$ cat config.mk
export PLATFORM = sky130hd
export DESIGN_NAME = order_tx
export DESIGN_NICKNAME = d
export VERILOG_FILES = /design/src/rtl/trade_pkg.sv /design/src/rtl/order_frame_ser.sv /design/src/rtl/order_tx.sv
export SDC_FILE = /design/constraint.sdc
export NUM_CORES = 1
export LEC_CHECK = 0
export BUFFER_PORTS_ARGS = -buffer_cell sky130_fd_sc_hd__buf_2
export CAP_MARGIN = 20
export CORE_ASPECT_RATIO = 1.25
export CORE_MARGIN = 2
export CORE_UTILIZATION = 25
export DETAILED_ROUTE_END_ITERATION = 7
export GPL_ROUTABILITY_DRIVEN = 0
export PLACE_DENSITY_LB_ADDON = 0.15
export SYNTH_ARGS = -nofsm -noshare
export SYNTH_HDL_FRONTEND = slang
export SYNTH_SLANG_ARGS = --single-unit
export TNS_END_PERCENT = 30
$ cat constraint.sdc
create_clock -name clk -period 2.28 [get_ports clk]
set_input_delay 0.228 -clock clk [delete_from_list [all_inputs] [get_ports clk]]
set_output_delay 0.228 -clock clk [all_outputs]
set_load 0.02 [all_outputs]
$ cat src/rtl/trade_pkg.sv
// Shared types and constants for the order transmit path.
// Defining ORDER_CHECKSUM_EN selects a 5-byte frame with a trailing XOR checksum byte.
package trade_pkg;

  typedef enum logic [1:0] {
    SIDE_NONE = 2'b00,
    SIDE_BUY  = 2'b01,
    SIDE_SELL = 2'b10
  } side_t;

  typedef enum logic [1:0] {
    ST_IDLE,
    ST_SEND,
    ST_COOL
  } state_t;

  localparam logic [7:0] SYNC_DEFAULT = 8'hA5;

`ifdef ORDER_CHECKSUM_EN
  localparam int FRAME_LEN = 5;
`else
  localparam int FRAME_LEN = 4;
`endif

  localparam int IDX_W = $clog2(FRAME_LEN);

  typedef logic [FRAME_LEN-1:0][7:0] frame_t;

endpackage

$ cat src/rtl/order_frame_ser.sv
// Latches one order frame and streams it byte-serially; tx_data holds while stalled.
// Checksum byte is appended when ORDER_CHECKSUM_EN is defined.
module order_frame_ser
  import trade_pkg::*;
#(
  parameter logic [7:0] SYNC = SYNC_DEFAULT,
  parameter logic [7:0] QTY  = 8'd1
) (
  input  logic       clk,
  input  logic       rst_n,
  input  logic       load_i,
  input  side_t      side_i,
  input  logic [5:0] seq_i,
  input  logic [7:0] price_i,
  input  logic       tx_ready_i,
  output logic [7:0] tx_data_o,
  output logic       tx_valid_o,
  output logic       done_o
);

  localparam logic [IDX_W-1:0] LAST_IDX = IDX_W'(FRAME_LEN - 1);

  frame_t           frame_q, frame_d;
  logic [IDX_W-1:0] idx_q, idx_d;
  logic             vld_q, vld_d;
  logic [7:0]       b1;

  assign b1 = {side_i, seq_i};

  always_comb begin
    frame_d = frame_q;
    idx_d   = idx_q;
    vld_d   = vld_q;
    if (load_i) begin
      frame_d[0] = SYNC;
      frame_d[1] = b1;
      frame_d[2] = price_i;
      frame_d[3] = QTY;
`ifdef ORDER_CHECKSUM_EN
      frame_d[4] = b1 ^ price_i ^ QTY;
`endif
      idx_d = '0;
      vld_d = 1'b1;
    end else if (vld_q && tx_ready_i) begin
      // Index only moves on a handshake, so the output byte is stable under backpressure.
      if (idx_q == LAST_IDX) begin
        vld_d = 1'b0;
        idx_d = '0;
      end else begin
        idx_d = idx_q + 1'b1;
      end
    end
  end

  always_ff @(posedge clk or negedge rst_n) begin
    if (!rst_n) begin
      frame_q <= '0;
      idx_q   <= '0;
      vld_q   <= 1'b0;
    end else begin
      frame_q <= frame_d;
      idx_q   <= idx_d;
      vld_q   <= vld_d;
    end
  end

  assign tx_data_o  = frame_q[idx_q];
  assign tx_valid_o = vld_q;
  assign done_o     = vld_q & tx_ready_i & (idx_q == LAST_IDX);

endmodule

$ cat src/rtl/order_tx.sv
// Turns buy/sell edges into order frames with a net-position limit and post-frame cooldown.
// Frame length follows ORDER_CHECKSUM_EN (5 bytes when defined, otherwise 4).
module order_tx
  import trade_pkg::*;
#(
  parameter logic [7:0] QTY      = 8'd1,
  parameter logic [7:0] MAX_POS  = 8'd16,
  parameter logic [7:0] COOLDOWN = 8'd4,
  parameter logic [7:0] SYNC     = SYNC_DEFAULT
) (
  input  logic              clk,
  input  logic              rst,
  input  logic              buy_signal,
  input  logic              sell_signal,
  input  logic [7:0]        price,
  output logic [7:0]        tx_data,
  output logic              tx_valid,
  input  logic              tx_ready,
  output logic              busy,
  output logic signed [8:0] position,
  output logic [7:0]        drop_cnt
);

  localparam logic signed [9:0] QTY_S = $signed({2'b00, QTY});
  localparam logic signed [9:0] MAX_S = $signed({2'b00, MAX_POS});
  localparam logic signed [8:0] QTY9  = $signed({1'b0, QTY});

  state_t            state_q, state_d;
  logic [7:0]        cnt_q, cnt_d;
  logic signed [8:0] pos_q, pos_d;
  logic [5:0]        seq_q, seq_d;
  logic [7:0]        drop_q, drop_d;
  logic              buy_q, sell_q;
  logic              evt_buy, evt_sell, drop_inc, load, ser_done, buy_ok, sell_ok;
  logic signed [9:0] pos_ext;
  side_t             side;

  assign evt_buy  = buy_signal & ~buy_q;
  assign evt_sell = sell_signal & ~sell_q;
  assign pos_ext  = {pos_q[8], pos_q};
  assign buy_ok   = (pos_ext + QTY_S) <= MAX_S;
  assign sell_ok  = (pos_ext - QTY_S) >= -MAX_S;

  always_comb begin
    state_d  = state_q;
    cnt_d    = cnt_q;
    pos_d    = pos_q;
    seq_d    = seq_q;
    drop_inc = 1'b0;
    load     = 1'b0;
    side     = SIDE_NONE;
    case (state_q)
      ST_IDLE: begin
        if (evt_buy && evt_sell) begin
          drop_inc = 1'b1;
        end else if (evt_buy) begin
          if (buy_ok) begin
            load    = 1'b1;
            side    = SIDE_BUY;
            pos_d   = pos_q + QTY9;
            seq_d   = seq_q + 6'd1;
            state_d = ST_SEND;
          end else begin
            drop_inc = 1'b1;
          end
        end else if (evt_sell) begin
          if (sell_ok) begin
            load    = 1'b1;
            side    = SIDE_SELL;
            pos_d   = pos_q - QTY9;
            seq_d   = seq_q + 6'd1;
            state_d = ST_SEND;
          end else begin
            drop_inc = 1'b1;
          end
        end
      end
      ST_SEND: begin
        drop_inc = evt_buy | evt_sell;
        if (ser_done) begin
          cnt_d   = COOLDOWN;
          state_d = ST_COOL;
        end
      end
      ST_COOL: begin
        drop_inc = evt_buy | evt_sell;
        if (cnt_q == 8'd0) state_d = ST_IDLE;
        else               cnt_d   = cnt_q - 8'd1;
      end
      default: state_d = ST_IDLE;
    endcase
    drop_d = (drop_inc && (drop_q != 8'hFF)) ? drop_q + 8'd1 : drop_q;
  end

  always_ff @(posedge clk or negedge rst) begin
    if (!rst) begin
      state_q <= ST_IDLE;
      cnt_q   <= '0;
      pos_q   <= '0;
      seq_q   <= '0;
      drop_q  <= '0;
      buy_q   <= 1'b0;
      sell_q  <= 1'b0;
    end else begin
      state_q <= state_d;
      cnt_q   <= cnt_d;
      pos_q   <= pos_d;
      seq_q   <= seq_d;
      drop_q  <= drop_d;
      buy_q   <= buy_signal;
      sell_q  <= sell_signal;
    end
  end

  order_frame_ser #(.SYNC(SYNC), .QTY(QTY)) u_ser (
    .clk       (clk),
    .rst_n     (rst),
    .load_i    (load),
    .side_i    (side),
    .seq_i     (seq_q),
    .price_i   (price),
    .tx_ready_i(tx_ready),
    .tx_data_o (tx_data),
    .tx_valid_o(tx_valid),
    .done_o    (ser_done)
  );

  assign busy     = (state_q != ST_IDLE);
  assign position = pos_q;
  assign drop_cnt = drop_q;

endmodule

==> impl_results.md <==
- Arr. time, crit path: 2330 ps
- Worst setup slack after layout: 139 ps
- Summed instance area of the synthesized netlist: 2910 µm²
- Pin count of the biggest net entering global routing: 56
- Number of unique standard cell types used by synthesis: 46
- Clock Skews: 8.24 ps
- Total met3 wirelength after detailed routing: roughly 200 µm
- Most common library cells after synthesis: sky130_fd_sc_hd__dfrtp_1, sky130_fd_sc_hd__a21oi_1, sky130_fd_sc_hd__nor2_1
- Die Y-Extent: 125 µm
- Accumulated negative setup slack: 0 ps
- Leakage: around 1.6 nW
- Antenna violation net count after detailed routing: 0
- Buffer count from post-CTS setup fixing: 0
- Width of the die: 101 µm
- Clock input transition at the sequential cells of the worst setup and hold paths: 80 ps
- Number of placement rows: 44
- Total overflow reported by the global router: 0
- Peak supply drop: approximately 0.0007 V
- DR WL met2: 2.81 mm
- Die Area: 12500 µm²
- Max-capacitance violation count: 0
- Worst setup slack after placement: 131 ps
- Critical Path Start Type: flip-flop
- Slew at the pin closest to its max-slew limit: 738 ps
- Via count of the first global-routing pass: 2087
- Syn_nets: roughly 300
- Initial DRC Count: 65
- Dominant register cell in the synthesized netlist: sky130_fd_sc_hd__dfrtp_1
- Post_cts resized: 0
- CTS Buffer Depth: 2
- HPWL Detailed: around 4.3 mm
- Yosys top cell by area: sky130_fd_sc_hd__dfrtp_1
- Worst slew margin relative to its limit: 0.508
- Hold Path Class: in -> reg
- H-tree Lvls: 2
- Achievable Freq: 467 MHz
- Fill cell instance count of the final layout: 1190
- Wl on met1: approximately 2.9 mm
- Share of final-layout standard cells stronger than drive strength 1: 0.268
- Wirelength, routed: 5.97 mm
- Cell count after synthesis: 268
- Power density over cell area: 1450 nW/µm²
- Category of the most critical setup path: reg -> reg
- Root Buffer: sky130_fd_sc_hd__clkbuf_16
- Global-route wire length before repair: approximately 10 mm
- Area of the core: 11500 µm²
- RSZ-0062 raised after global routing: false
- Area of combinational cells with multiple inputs: 1450 µm²
- Flip-flop and latch count after synthesis: 55
- Most frequent cell after synthesis: sky130_fd_sc_hd__dfrtp_1
- Routed vias/inst: 4.56
- Avg Cell Area, Syn: ~11 µm²
- Number of buffers added by the clock tree synthesis step: 5
- Result of the run: finished clean
- Syn-to-layout area delta: 19.7%
- Top post-synthesis cells by area: sky130_fd_sc_hd__dfrtp_1, sky130_fd_sc_hd__ha_1, sky130_fd_sc_hd__mux2_2
- Maximum fanout along the worst path: 5
- TritonCTS clock tree: done
- CTS sink cnt: 55
- Share of flip-flops with an asynchronous set or reset after synthesis: 1.00
- Global Route Usage Sum: 0.104
- Average wire per cell in the routed design: 13.1 µm
- Total inserted antenna cells: 0
- I/O pin count: 40
- Initial antenna violation count: 0
- Number of endpoints failing setup at the final stage: 0
- Number of flops mapped to enable cells by yosys: 0
- Count of input and output buffers: 39
- Clk_lat worst skew: 300 ps
- Final slew viol count: 0
- Period Utilization, post-route: 0.939
- Share of the synthesized area in the top cell type: 0.473
- Final hold slack: 58.8 ps
- Layout Nets: roughly 350
- Post-route minimum period: about 2100 ps
- Detailed-routing iteration count for the pre-antenna-repair pass: 4
- Vias after detailed routing: about 2100
- Yosys warning total: 0
- Portion of the post-synthesis area used by sequential elements: 0.473
- Cts-stage hold buffer count: 0
- Effective utilization at floorplan: 0.253
- Number of endpoints with negative hold slack in the final report: 0
- Final core utilization: 0.303
- Reg area: 1380 µm²
- Top layer used by detailed routing: met4
- Required time reported for the critical path endpoint: 2470 ps
- Number of design rule violations left after detail routing: 0
- Endpoint type of the worst setup path: flip-flop
-- registers in the layout, indices dropped and copies added, names as in the netlist --
register	cells
state_q	2
seq_q	6
drop_cnt	8
position	9
sell_q	1
u_ser.frame_q	17
u_ser.tx_valid_o	1
cnt_q	8
buy_q	1
u_ser.idx_q	2
-- cell usage in the layout (no fill, tap or decap), drive strengths merged, types with 5 or more instances in the layout --
cell type	count
mux2	18
inv	10
nor3	8
clkbuf	6
o21ai	15
dfrtp	55
xnor2	12
ha	17
nor2b	5
a21oi	19
xor2	13
buf	49
nor2	19
nand2	16
nand4	5
nand3	9
-- stage by stage --
stage               cells  power [W]  cell area (µm²)
floorplan             268    0.00352             2910
global placement      447    0.00420             3310
detailed placement    447    0.00422             3310
CTS                   455    0.00515             3480
global route          455    0.00552             3480
finish                455    0.00506             3480
-- routing by layer --
layer  vias up  track usage
met1       986        0.137
met5         -            0
li1       1047            -
met3         8       0.0224
met2        33        0.164
met4         0       0.0411
-- area by class of cell --
class,instances,share of cell area
timing repair buffer,49,0.0811
clock buffer,6,0.0370
sequential,55,0.395
tap,138,0.0496
clock inverter,2,0.0111
multi-input combinational,196,0.417
inverter,9,0.00969
-- critical path: stages, from the launching register on --
cell and delay (ps):
sky130_fd_sc_hd__dfrtp_1 390, sky130_fd_sc_hd__nor2b_4 110, sky130_fd_sc_hd__inv_1 110, sky130_fd_sc_hd__ha_1 310, sky130_fd_sc_hd__a211o_1 300, sky130_fd_sc_hd__a21oi_1 180, sky130_fd_sc_hd__o21ai_0 120, sky130_fd_sc_hd__a21oi_1 180
sky130_fd_sc_hd__xnor2_1 80, sky130_fd_sc_hd__mux2_2 260
-- where the power goes --
part | switching [W] | internal [W]
combinational | 0.00134 | 0.00106
sequential | 0.000388 | 0.00138
clock | 0.000374 | 0.000524
total | 0.00210 | 0.00296
-- final timing paths --
path | depth (start not counted) | start | endpoint | slack, ps
setup / recovery | 9 | buy_q | position[7] | 140
hold / removal | 1 | buy_signal | buy_q | 60
setup reg to reg | 9 | buy_q | position[7] | 140
hold reg to reg | 1 | seq_q[5] | seq_q[5] | 480
max in group asynchronous | 2 | rst | seq_q[5] | 1720
min in group asynchronous | 2 | rst | drop_cnt[3] | 70
-- kinds of logic after synthesis --
group                    count (synthesis)  share of synthesized area
AO/OA/AOI/OAI                           59                      0.132
XOR/XNOR                                25                     0.0752
adder cells (fa/ha/maj)                 18                     0.0799
buffers and inverters                   17                     0.0305
flip-flops                              55                      0.473
multiplexers                            19                     0.0731
AND/OR/NAND/NOR                         75                      0.137
Note: power is estimated with default switching activity, not from simulation.
